===== src/rtl/uart_gen.sv =====
// UART transmitter with command FIFO and a mid-bit-sampling receiver.
// Optional parity generation and checking is enabled by defining UART_PARITY_EN.
module uart_gen #(
  parameter int unsigned CLK_DIV    = 16,
  parameter int unsigned DATA_W     = 8,
  parameter int unsigned TX_DEPTH   = 4,
  parameter int unsigned STOP_BITS  = 1,
  parameter int unsigned PARITY_ODD = 0
) (
  input  logic              clk,
  input  logic              rst,
  input  logic [15:0]       cmd_in,
  input  logic              cmd_vld,
  output logic              cmd_rdy,
  input  logic              rx,
  output logic              tx,
  output logic              read_rdy,
  output logic [DATA_W-1:0] read_data,
  output logic              rx_err,
  output logic              tx_busy
);

  localparam int unsigned PTR_W  = (TX_DEPTH > 1) ? $clog2(TX_DEPTH) : 1;
  localparam int unsigned FCNT_W = PTR_W + 1;
  localparam int unsigned TXC_W  = $clog2(STOP_BITS * CLK_DIV);
  localparam int unsigned RXC_W  = $clog2(CLK_DIV);
  localparam int unsigned BIT_W  = $clog2(DATA_W);

  localparam logic [TXC_W-1:0]  TX_BIT_END  = TXC_W'(CLK_DIV - 1);
  localparam logic [TXC_W-1:0]  TX_STOP_END = TXC_W'(STOP_BITS * CLK_DIV - 1);
  localparam logic [RXC_W-1:0]  RX_HALF     = RXC_W'(CLK_DIV / 2 - 1);
  localparam logic [RXC_W-1:0]  RX_FULL     = RXC_W'(CLK_DIV - 1);
  localparam logic [BIT_W-1:0]  LAST_BIT    = BIT_W'(DATA_W - 1);
  localparam logic [FCNT_W-1:0] FIFO_FULL   = FCNT_W'(TX_DEPTH);

  typedef enum logic [2:0] {
    TX_IDLE,
    TX_START,
    TX_DATA,
`ifdef UART_PARITY_EN
    TX_PARITY,
`endif
    TX_STOP
  } tx_state_t;

  typedef enum logic [2:0] {
    RX_IDLE,
    RX_START,
    RX_DATA,
`ifdef UART_PARITY_EN
    RX_PARITY,
`endif
    RX_STOP,
    RX_WAIT_HIGH
  } rx_state_t;

  // ---------------- TX command FIFO ----------------
  logic [DATA_W-1:0] r_mem [TX_DEPTH];
  logic [PTR_W-1:0]  r_wr_ptr;
  logic [PTR_W-1:0]  r_rd_ptr;
  logic [FCNT_W-1:0] r_fcnt;

  tx_state_t         r_tx_state;
  logic [TXC_W-1:0]  r_tx_cnt;
  logic [BIT_W-1:0]  r_tx_bit;
  logic [DATA_W-1:0] r_tx_shift;
  logic              r_tx;
`ifdef UART_PARITY_EN
  logic              r_tx_par;
`endif

  logic              w_fifo_full;
  logic              w_fifo_empty;
  logic              w_push;
  logic              w_pop;
  logic [DATA_W-1:0] w_fifo_dout;
  logic              w_unused;

  assign w_fifo_full  = (r_fcnt == FIFO_FULL);
  assign w_fifo_empty = (r_fcnt == '0);
  assign w_push       = cmd_vld && !w_fifo_full && cmd_in[8];
  assign w_pop        = !w_fifo_empty &&
                        ((r_tx_state == TX_IDLE) ||
                         (r_tx_state == TX_STOP && r_tx_cnt == TX_STOP_END));
  assign w_fifo_dout  = r_mem[r_rd_ptr];
  assign w_unused     = ^{cmd_in, PARITY_ODD};

  assign cmd_rdy = !w_fifo_full;
  assign tx_busy = !w_fifo_empty || (r_tx_state != TX_IDLE);
  assign tx      = r_tx;

  always_ff @(posedge clk) begin
    if (w_push) r_mem[r_wr_ptr] <= cmd_in[DATA_W-1:0];
  end

  always_ff @(posedge clk or posedge rst) begin
    if (rst) begin
      r_wr_ptr <= '0;
      r_rd_ptr <= '0;
      r_fcnt   <= '0;
    end else begin
      if (w_push) r_wr_ptr <= r_wr_ptr + PTR_W'(1);
      if (w_pop)  r_rd_ptr <= r_rd_ptr + PTR_W'(1);
      case ({w_push, w_pop})
        2'b10:   r_fcnt <= r_fcnt + FCNT_W'(1);
        2'b01:   r_fcnt <= r_fcnt - FCNT_W'(1);
        default: r_fcnt <= r_fcnt;
      endcase
    end
  end

  // ---------------- TX frame FSM ----------------
  always_ff @(posedge clk or posedge rst) begin
    if (rst) begin
      r_tx_state <= TX_IDLE;
      r_tx_cnt   <= '0;
      r_tx_bit   <= '0;
      r_tx_shift <= '0;
      r_tx       <= 1'b1;
`ifdef UART_PARITY_EN
      r_tx_par   <= 1'b0;
`endif
    end else begin
      case (r_tx_state)
        TX_IDLE: begin
          if (w_pop) begin
            r_tx_shift <= w_fifo_dout;
`ifdef UART_PARITY_EN
            r_tx_par   <= (^w_fifo_dout) ^ 1'(PARITY_ODD);
`endif
            r_tx       <= 1'b0;
            r_tx_cnt   <= '0;
            r_tx_state <= TX_START;
          end
        end
        TX_START: begin
          if (r_tx_cnt == TX_BIT_END) begin
            r_tx       <= r_tx_shift[0];
            r_tx_shift <= {1'b0, r_tx_shift[DATA_W-1:1]};
            r_tx_cnt   <= '0;
            r_tx_bit   <= '0;
            r_tx_state <= TX_DATA;
          end else begin
            r_tx_cnt <= r_tx_cnt + TXC_W'(1);
          end
        end
        TX_DATA: begin
          if (r_tx_cnt == TX_BIT_END) begin
            r_tx_cnt <= '0;
            if (r_tx_bit == LAST_BIT) begin
`ifdef UART_PARITY_EN
              r_tx       <= r_tx_par;
              r_tx_state <= TX_PARITY;
`else
              r_tx       <= 1'b1;
              r_tx_state <= TX_STOP;
`endif
            end else begin
              r_tx       <= r_tx_shift[0];
              r_tx_shift <= {1'b0, r_tx_shift[DATA_W-1:1]};
              r_tx_bit   <= r_tx_bit + BIT_W'(1);
            end
          end else begin
            r_tx_cnt <= r_tx_cnt + TXC_W'(1);
          end
        end
`ifdef UART_PARITY_EN
        TX_PARITY: begin
          if (r_tx_cnt == TX_BIT_END) begin
            r_tx       <= 1'b1;
            r_tx_cnt   <= '0;
            r_tx_state <= TX_STOP;
          end else begin
            r_tx_cnt <= r_tx_cnt + TXC_W'(1);
          end
        end
`endif
        TX_STOP: begin
          // A queued word starts its start bit right after the last stop cycle
          if (r_tx_cnt == TX_STOP_END) begin
            r_tx_cnt <= '0;
            if (w_pop) begin
              r_tx_shift <= w_fifo_dout;
`ifdef UART_PARITY_EN
              r_tx_par   <= (^w_fifo_dout) ^ 1'(PARITY_ODD);
`endif
              r_tx       <= 1'b0;
              r_tx_state <= TX_START;
            end else begin
              r_tx_state <= TX_IDLE;
            end
          end else begin
            r_tx_cnt <= r_tx_cnt + TXC_W'(1);
          end
        end
        default: begin
          r_tx       <= 1'b1;
          r_tx_state <= TX_IDLE;
        end
      endcase
    end
  end

  // ---------------- RX path ----------------
  logic              r_rx_s1;
  logic              r_rx_s2;
  rx_state_t         r_rx_state;
  logic [RXC_W-1:0]  r_rx_cnt;
  logic [BIT_W-1:0]  r_rx_bit;
  logic [DATA_W-1:0] r_rx_shift;
  logic [DATA_W-1:0] r_read_data;
  logic              r_read_rdy;
  logic              r_rx_err;
`ifdef UART_PARITY_EN
  logic              r_rx_perr;
`endif
  logic              w_rx;

  assign w_rx      = r_rx_s2;
  assign read_data = r_read_data;
  assign read_rdy  = r_read_rdy;
  assign rx_err    = r_rx_err;

  always_ff @(posedge clk or posedge rst) begin
    if (rst) begin
      r_rx_s1 <= 1'b1;
      r_rx_s2 <= 1'b1;
    end else begin
      r_rx_s1 <= rx;
      r_rx_s2 <= r_rx_s1;
    end
  end

  always_ff @(posedge clk or posedge rst) begin
    if (rst) begin
      r_rx_state  <= RX_IDLE;
      r_rx_cnt    <= '0;
      r_rx_bit    <= '0;
      r_rx_shift  <= '0;
      r_read_data <= '0;
      r_read_rdy  <= 1'b0;
      r_rx_err    <= 1'b0;
`ifdef UART_PARITY_EN
      r_rx_perr   <= 1'b0;
`endif
    end else begin
      r_read_rdy <= 1'b0;
      r_rx_err   <= 1'b0;
      case (r_rx_state)
        RX_IDLE: begin
          if (!w_rx) begin
            r_rx_cnt   <= '0;
            r_rx_state <= RX_START;
          end
        end
        RX_START: begin
          // Re-check the start bit mid-way; a high level here was a glitch
          if (r_rx_cnt == RX_HALF) begin
            r_rx_cnt   <= '0;
            r_rx_bit   <= '0;
            r_rx_state <= w_rx ? RX_IDLE : RX_DATA;
          end else begin
            r_rx_cnt <= r_rx_cnt + RXC_W'(1);
          end
        end
        RX_DATA: begin
          if (r_rx_cnt == RX_FULL) begin
            r_rx_cnt   <= '0;
            r_rx_shift <= {w_rx, r_rx_shift[DATA_W-1:1]};
            if (r_rx_bit == LAST_BIT) begin
`ifdef UART_PARITY_EN
              r_rx_state <= RX_PARITY;
`else
              r_rx_state <= RX_STOP;
`endif
            end else begin
              r_rx_bit <= r_rx_bit + BIT_W'(1);
            end
          end else begin
            r_rx_cnt <= r_rx_cnt + RXC_W'(1);
          end
        end
`ifdef UART_PARITY_EN
        RX_PARITY: begin
          if (r_rx_cnt == RX_FULL) begin
            r_rx_cnt   <= '0;
            r_rx_perr  <= w_rx ^ (^r_rx_shift) ^ 1'(PARITY_ODD);
            r_rx_state <= RX_STOP;
          end else begin
            r_rx_cnt <= r_rx_cnt + RXC_W'(1);
          end
        end
`endif
        RX_STOP: begin
          if (r_rx_cnt == RX_FULL) begin
            r_rx_cnt <= '0;
            if (!w_rx) begin
              r_rx_err   <= 1'b1;
              r_rx_state <= RX_WAIT_HIGH;
`ifdef UART_PARITY_EN
            end else if (r_rx_perr) begin
              r_rx_err   <= 1'b1;
              r_rx_state <= RX_IDLE;
`endif
            end else begin
              r_read_data <= r_rx_shift;
              r_read_rdy  <= 1'b1;
              r_rx_state  <= RX_IDLE;
            end
          end else begin
            r_rx_cnt <= r_rx_cnt + RXC_W'(1);
          end
        end
        RX_WAIT_HIGH: begin
          if (w_rx) r_rx_state <= RX_IDLE;
        end
        default: r_rx_state <= RX_IDLE;
      endcase
    end
  end

endmodule


===== config.mk =====
export PLATFORM = sky130hd
export DESIGN_NAME = uart_gen
export DESIGN_NICKNAME = d
export VERILOG_FILES = /design/src/rtl/uart_gen.sv
export SDC_FILE = /design/constraint.sdc
export NUM_CORES = 1
export LEC_CHECK = 0
export BUFFER_PORTS_ARGS = -buffer_cell sky130_fd_sc_hd__buf_2
export CAP_MARGIN = 20
export CORE_MARGIN = 1
export CORE_UTILIZATION = 53
export CTS_CLUSTER_DIAMETER = 150
export DETAILED_ROUTE_END_ITERATION = 7
export GPL_ROUTABILITY_DRIVEN = 0
export GPL_TIMING_DRIVEN = 0
export PLACE_DENSITY = 0.75
export SLEW_MARGIN = 20
export SYNTH_ARGS = -nofsm -noshare
export SYNTH_HDL_FRONTEND = slang
export SYNTH_SLANG_ARGS = --single-unit

===== constraint.sdc =====
create_clock -name clk -period 2.17 [get_ports clk]
set_input_delay 0.434 -clock clk [delete_from_list [all_inputs] [get_ports clk]]
set_output_delay 0.434 -clock clk [all_outputs]
set_load 0.02 [all_outputs]

==> results.sh, run 1 <==
export IMPL_status="finished clean"
export IMPL_clk_pin_slew_ns=0.09
export IMPL_cell_internal_pwr_uw=3710
export IMPL_place_ws_ns=-0.283
export IMPL_cts_buffers=9
export IMPL_holdBufCountCts=0
export IMPL_drive_above_1_share=0.340
export IMPL_pwr_density_cell_nw_per_um2=1250
export IMPL_max_slew_margin_rel=0.552
export IMPL_skew_ns=0.00977
export IMPL_postRouteAntennaNets=0
export IMPL_synth_distinct_cells=44
export IMPL_clock_sinks=87
export IMPL_syn_inst=281
export IMPL_grt_pass1_wl_mm=10.2
export IMPL_grt_max_degree=56
export IMPL_io_pins=33
export IMPL_finalPower_uw=5620
export IMPL_multi_input_area_sq_um=1570
export IMPL_synth_nets=317
export IMPL_core_area_sq_um=7250
export IMPL_vias=2237
export IMPL_grt_pass1_vias=2148
export IMPL_row_count=31
export IMPL_finalHoldViolCount=0
export IMPL_tritoncts="done"
export IMPL_drc_errors=0
export IMPL_finalSetupViolCount=0
export IMPL_switching_share=0.340
export IMPL_slowest_stage="dfrtp_1"
export IMPL_yosysSeqAreaShare=0.589
export IMPL_regArea_sq_um=2340
export IMPL_clockBufferDepth=2
export IMPL_vdd_ir_drop_max_mv=0.644
export IMPL_die_area_sq_um=7840
export IMPL_die_x_um=88.6
export IMPL_worstPathArrival_ns=1.65
export IMPL_critPathMaxStageDelay_ns=0.47
export IMPL_syn_to_final_growth_pct=13.6
export IMPL_end_kind="output pin"
export IMPL_yosysWarnings=0
export IMPL_rsz0062_at_grt="true"
export IMPL_min_path_type="in -> async"
export IMPL_synth_area_leaders="dfrtp_1 33%, edfxtp_1 24%, mux2_2 8.5%, ha_1 4.7%, mux4_1 3.3%"
export IMPL_grtUsageTotal=0.176
export IMPL_maxCapViolations=0
export IMPL_period_share=0.961
export IMPL_post_synth_top_count_cell="dfrtp_1"
export IMPL_synthFlopType="dfrtp_1"
export IMPL_netlist_area_sq_um=3970
export IMPL_htreeDepth=3
export IMPL_via_per_inst=5.29
export IMPL_yosys_top_cells_count="52 x dfrtp_1, 32 x edfxtp_1, 30 x mux2_2"
export IMPL_place_hpwl_mm=4.04
export IMPL_min_period_ns=2.09
export IMPL_crit_chain="nor3_2 > and2_1 > inv_1 > buf_2"
export IMPL_io_buffers=25
export IMPL_async_flop_share=0.632
export IMPL_wire_per_inst_um=14.6
export IMPL_synth_top_area_cell="dfrtp_1"
export IMPL_antenna_found_initial=0
export IMPL_worst_slack_ns=0.0848
export IMPL_required_ns=1.74
export IMPL_start_util=0.548
export IMPL_path_max_fanout=5
export IMPL_pwr_share_clk=0.189
export IMPL_seqPwrFrac=0.407
export IMPL_p_leak_uw=0.00201
export IMPL_syn_area_per_cell_sq_um=14.1
export IMPL_p_comb_frac=0.405
export IMPL_clock_fmax_mhz=480
export IMPL_clk_latency_ns=0.36
export IMPL_wl_mm=6.16
export IMPL_fillers=565
export IMPL_cts_root_buf="clkbuf_8"
export IMPL_overflow=0
export IMPL_nNetsFinal=355
export IMPL_first_pass_iters=4
export IMPL_crit_path_start_kind="flop"
export IMPL_slew_viol_final=0
export IMPL_worstMarginPinSlew_ns=0.673
export IMPL_die_h_um=88.6
export IMPL_diodes=0
export IMPL_first_iter_violations=140
export IMPL_ys_seq_elements=87
export IMPL_criticalPathCategory="reg -> out"
export IMPL_synth_edf_count=32
export IMPL_switchingPower_uw=1910
export IMPL_synth_top_area_frac=0.328
[per-stage QoR]
stage	instances	TNS, ns	util	hold WS, ns	area, sq um
5_1_grt	423	-0.0588	0.622	0.165	4510
6_report	423	0	0.622	0.176	4510
2_1_floorplan	281	0	-	0.345	3970
4_1_cts	422	0	0.613	0.164	4450
3_3_place_gp	405	-15.79	0.582	0.346	4220
3_5_place_dp	405	-0.501	0.582	0.349	4220
[cell usage in the layout, fill, tap and decap left out, types with 5 or more instances in the layout]
cell and count:
o21ai_0 13, nand2_1 15, dfrtp_1 52, inv_6 6
mux2_4 8, inv_1 9, nor2_1 14, mux4_1 5
buf_2 27, clkbuf_1 7, edfxtp_1 32, ha_1 11
a21oi_1 7, and2_1 5, nand3_1 5, clkbuf_8 10
mux2_2 30
[routing by layer]
metal / vias up / share of wire / GRT usage
li1: 1099 / - / -
met5: - / 0 / 0
met2: 31 / 0.47 / 0.276
met3: 10 / 0.024 / 0.0317
met4: 0 / 0.020 / 0.0836
met1: 1097 / 0.48 / 0.239
[worst max-delay path, delay by kind of cell (launching register included)]
family | cells | cell delay, ns
DFF | 1 | 0.47
and+or+nand+nor | 2 | 0.61
buffers and inverters | 2 | 0.21
[power groups by stage]
stage / Combinational (uW) / Sequential, uW / Clock (uW)
after floorplan: 1730 / 2260 / 0
after global placement: 2020 / 2290 / 0
after detailed placement: 2080 / 2310 / 0
after CTS: 2180 / 2270 / 1090
after global routing: 2540 / 2330 / 1170
final: 2270 / 2290 / 1060
[registers in the layout, indices dropped and copies added, names as in the netlist, 2 cells and up]
register and flops:
r_fcnt 3, r_mem 32, r_rd_ptr 2, r_rx_bit 3, r_rx_cnt 4, r_rx_shift 8
r_rx_state 3, r_tx_bit 3, r_tx_cnt 4, r_tx_shift 8, r_tx_state 2, r_wr_ptr 2
read_data 8
[what timing repair did]
item | 4_1_cts | 5_1_grt
buffers inserted | 2 | 1
endpoints found under the setup margin | 2 | 3
pin swaps | 0 | 3
resized for setup | 8 | 11
[cell type report]
cell class | count | share of cell area
Timing Repair Buffer | 28 | 0.0327
Tap cell | 99 | 0.0275
Sequential cell | 87 | 0.519
Buffer | 15 | 0.0214
Multi-Input combinational cell | 166 | 0.348
Clock inverter | 7 | 0.0133
Inverter | 12 | 0.0105
Clock buffer | 9 | 0.0275
[worst paths after layout]
check                           cells after the start           from  slack (ns)     endpoint
worst max-delay path                                4      r_fcnt[0]        0.08      tx_busy
min in group clk                                    1             rx        0.18      r_rx_s1
worst min register to register                      0        r_rx_s1        0.36      r_rx_s2
worst max register to register                      9  r_tx_state[0]        0.11    r_fcnt[2]
worst min-delay path                                2            rst        0.18  r_wr_ptr[1]
max in group asynchronous                           2            rst        1.54  r_tx_cnt[0]
[cells by family after synthesis]
family / count (synthesis) / share of synthesized area
AO/OA/AOI/OAI: 36 / 0.0583
multiplexers: 50 / 0.175
buffers and inverters: 28 / 0.0340
flip-flops: 87 / 0.589
AND/OR/NAND/NOR: 57 / 0.0750
XOR/XNOR: 7 / 0.0154
adder cells (fa/ha/maj): 16 / 0.0523
(Power assumes the default switching activity.)
==> inputs of run 2 (changes only) <==
--- a/config.mk
+++ b/config.mk
@@ -10,9 +10,11 @@
 export CORE_MARGIN = 1
 export CORE_UTILIZATION = 53
 export CTS_CLUSTER_DIAMETER = 150
+export CTS_CLUSTER_SIZE = 8
 export DETAILED_ROUTE_END_ITERATION = 7
 export GPL_ROUTABILITY_DRIVEN = 0
 export GPL_TIMING_DRIVEN = 0
+export MAX_ROUTING_LAYER = met4
 export PLACE_DENSITY = 0.75
 export SLEW_MARGIN = 20
 export SYNTH_ARGS = -nofsm -noshare
==> run 2 against run 1 <==
- register-to-register slack barely moved
- final area did not move
- die area did not move
- core utilization did not move
- worst setup slack improved by 0.0038 ns
- clock power barely moved
- sequential power barely moved
- count of clock-buffer cells in the layout did not move
==> results.sh, run 2 (same netlist as run 1, synthesis figures left out) <==
export IMPL_slowest_stage="dfrtp_1"
export IMPL_vias=2226
export IMPL_multi_input_area_sq_um=1570
export IMPL_overflow=0
export IMPL_cts_buffers=9
export IMPL_worstMarginPinSlew_ns=0.676
export IMPL_clock_fmax_mhz=480
export IMPL_nNetsFinal=355
export IMPL_min_period_ns=2.08
export IMPL_clockBufferDepth=2
export IMPL_pwr_density_cell_nw_per_um2=1250
export IMPL_ff2ff_path_depth=9
export IMPL_rsz0062_at_grt="true"
export IMPL_holdBufCountCts=0
export IMPL_final_cell_mix="52 x dfrtp_1, 32 x edfxtp_1, 30 x mux2_2"
export IMPL_drive_above_1_share=0.340
export IMPL_syn_to_final_growth_pct=13.6
export IMPL_r2r_start="r_tx_state[0]"
export IMPL_path_max_fanout=5
export IMPL_critPathMaxStageDelay_ns=0.47
export IMPL_path_buf_inv=2
export IMPL_cp_top_family="simple AND/OR/NAND/NOR gates"
export IMPL_grt_max_degree=56
export IMPL_r2r_slack_ns=0.11
export IMPL_die_x_um=88.6
export IMPL_first_pass_iters=4
export IMPL_required_ns=1.74
export IMPL_drc_errors=0
export IMPL_criticalPathCategory="reg -> out"
export IMPL_layout_commonest_cell="dfrtp_1"
export IMPL_wl_mm=6.16
export IMPL_period_share=0.959
export IMPL_first_iter_violations=136
export IMPL_p_leak_uw=0.00201
export IMPL_crit_path_start_kind="flop"
export IMPL_crit_chain="nor3_2 > and2_1 > inv_1 > buf_2"
export IMPL_via_per_inst=5.26
export IMPL_place_hpwl_mm=4.04
export IMPL_vdd_ir_drop_max_mv=0.644
export IMPL_skew_ns=0.0103
export IMPL_core_area_sq_um=7250
export IMPL_die_area_sq_um=7840
export IMPL_io_buffers=25
export IMPL_io_pins=33
export IMPL_slew_viol_final=0
export IMPL_largest_reg_flops=32
export IMPL_die_h_um=88.6
export IMPL_grt_pass1_vias=2151
export IMPL_grt_pass1_wl_mm=10.2
export IMPL_status="finished clean"
export IMPL_cts_root_buf="clkbuf_8"
export IMPL_regArea_sq_um=2340
export IMPL_htreeDepth=3
export IMPL_maxCapViolations=0
export IMPL_worstPathArrival_ns=1.65
export IMPL_min_path_type="in -> async"
export IMPL_start_util=0.548
export IMPL_reg2reg_to="r_fcnt[2]"
export IMPL_antenna_found_initial=0
export IMPL_clk_latency_ns=0.36
export IMPL_clock_sinks=87
export IMPL_row_count=31
export IMPL_postRouteAntennaNets=0
export IMPL_wire_per_inst_um=14.6
export IMPL_grtUsageTotal=0.181
export IMPL_clk_pin_slew_ns=0.09
export IMPL_finalPower_uw=5620
export IMPL_end_kind="output pin"
export IMPL_regMostFlops="r_mem"
export IMPL_hold_slack_ns=0.176
export IMPL_diodes=0
export IMPL_setup_tns_ns=0
export IMPL_finalHoldViolCount=0
export IMPL_tritoncts="done"
export IMPL_fillers=565
export IMPL_finalSetupViolCount=0
export IMPL_max_slew_margin_rel=0.549
-- run 2: cell counts in the layout (fill, tap and decap cells not counted) --
Identical to the previous run, type by type.
-- run 2: cell type report --
class / count / area share
tap: 99 / 0.0275
buffer: 15 / 0.0214
multi-input combinational: 166 / 0.348
clock inverter: 7 / 0.0133
timing repair buffer: 28 / 0.0327
sequential: 87 / 0.519
inverter: 12 / 0.0105
clock buffer: 9 / 0.0275
-- run 2: where the power goes --
part	switching, uW	internal (uW)	total (uW)
clock	620	440	1060
combinational	1070	1210	2270
sequential	226	2060	2290
total	1910	3710	5620
-- run 2: worst max-delay path by stage --
stage / startpoint / to / slack [ns] / cells past startpoint
finish: r_fcnt[0] / tx_busy / 0.09 / 4
global route: r_fcnt[0] / tx_busy / -0.04 / 4
CTS: r_fcnt[0] / tx_busy / 0.02 / 4
detailed placement: r_tx_state[0] / r_fcnt[1] / -0.28 / 8
global placement: rst / r_tx_bit[2] / -0.30 / 2
floorplan: r_tx_state[0] / r_fcnt[1] / 0.02 / 8
-- run 2: layer usage --
layer  up-vias  GRT usage  share of wire  wire [um]
li1       1099          -              -          -
met1      1094      0.239           0.48       2980
met2        23      0.276           0.48       2940
met3        10     0.0317          0.020        126
met4         0     0.0836          0.019        120
met5         -          -              0          0
-- run 2: worst reg2reg max path, cell delays in order (launching register included) --
cell and delay, ns:
dfrtp_1 0.40, buf_4 0.16, ha_4 0.18, a41oi_4 0.23
nor2_4 0.08, ha_4 0.18, fa_2 0.33, xnor2_1 0.13
nor2_1 0.13, xor2_1 0.16
-- run 2: timing repair --
action,CTS,global route
setup endpoints to repair,2,3
cloned,0,0
setup buffers,2,1
gates resized for setup,8,11
pin swaps,0,3
-- run 2: metrics by stage --
stage / area [sq um] / std cells / util / setup slack, ns
after global placement: 4220 / 405 / 0.582 / -0.298
after detailed placement: 4220 / 405 / 0.582 / -0.283
after CTS: 4450 / 422 / 0.613 / 0.0235
final: 4510 / 423 / 0.622 / 0.0887
after global routing: 4510 / 423 / 0.622 / -0.0371
after floorplan: 3970 / 281 / - / 0.0175
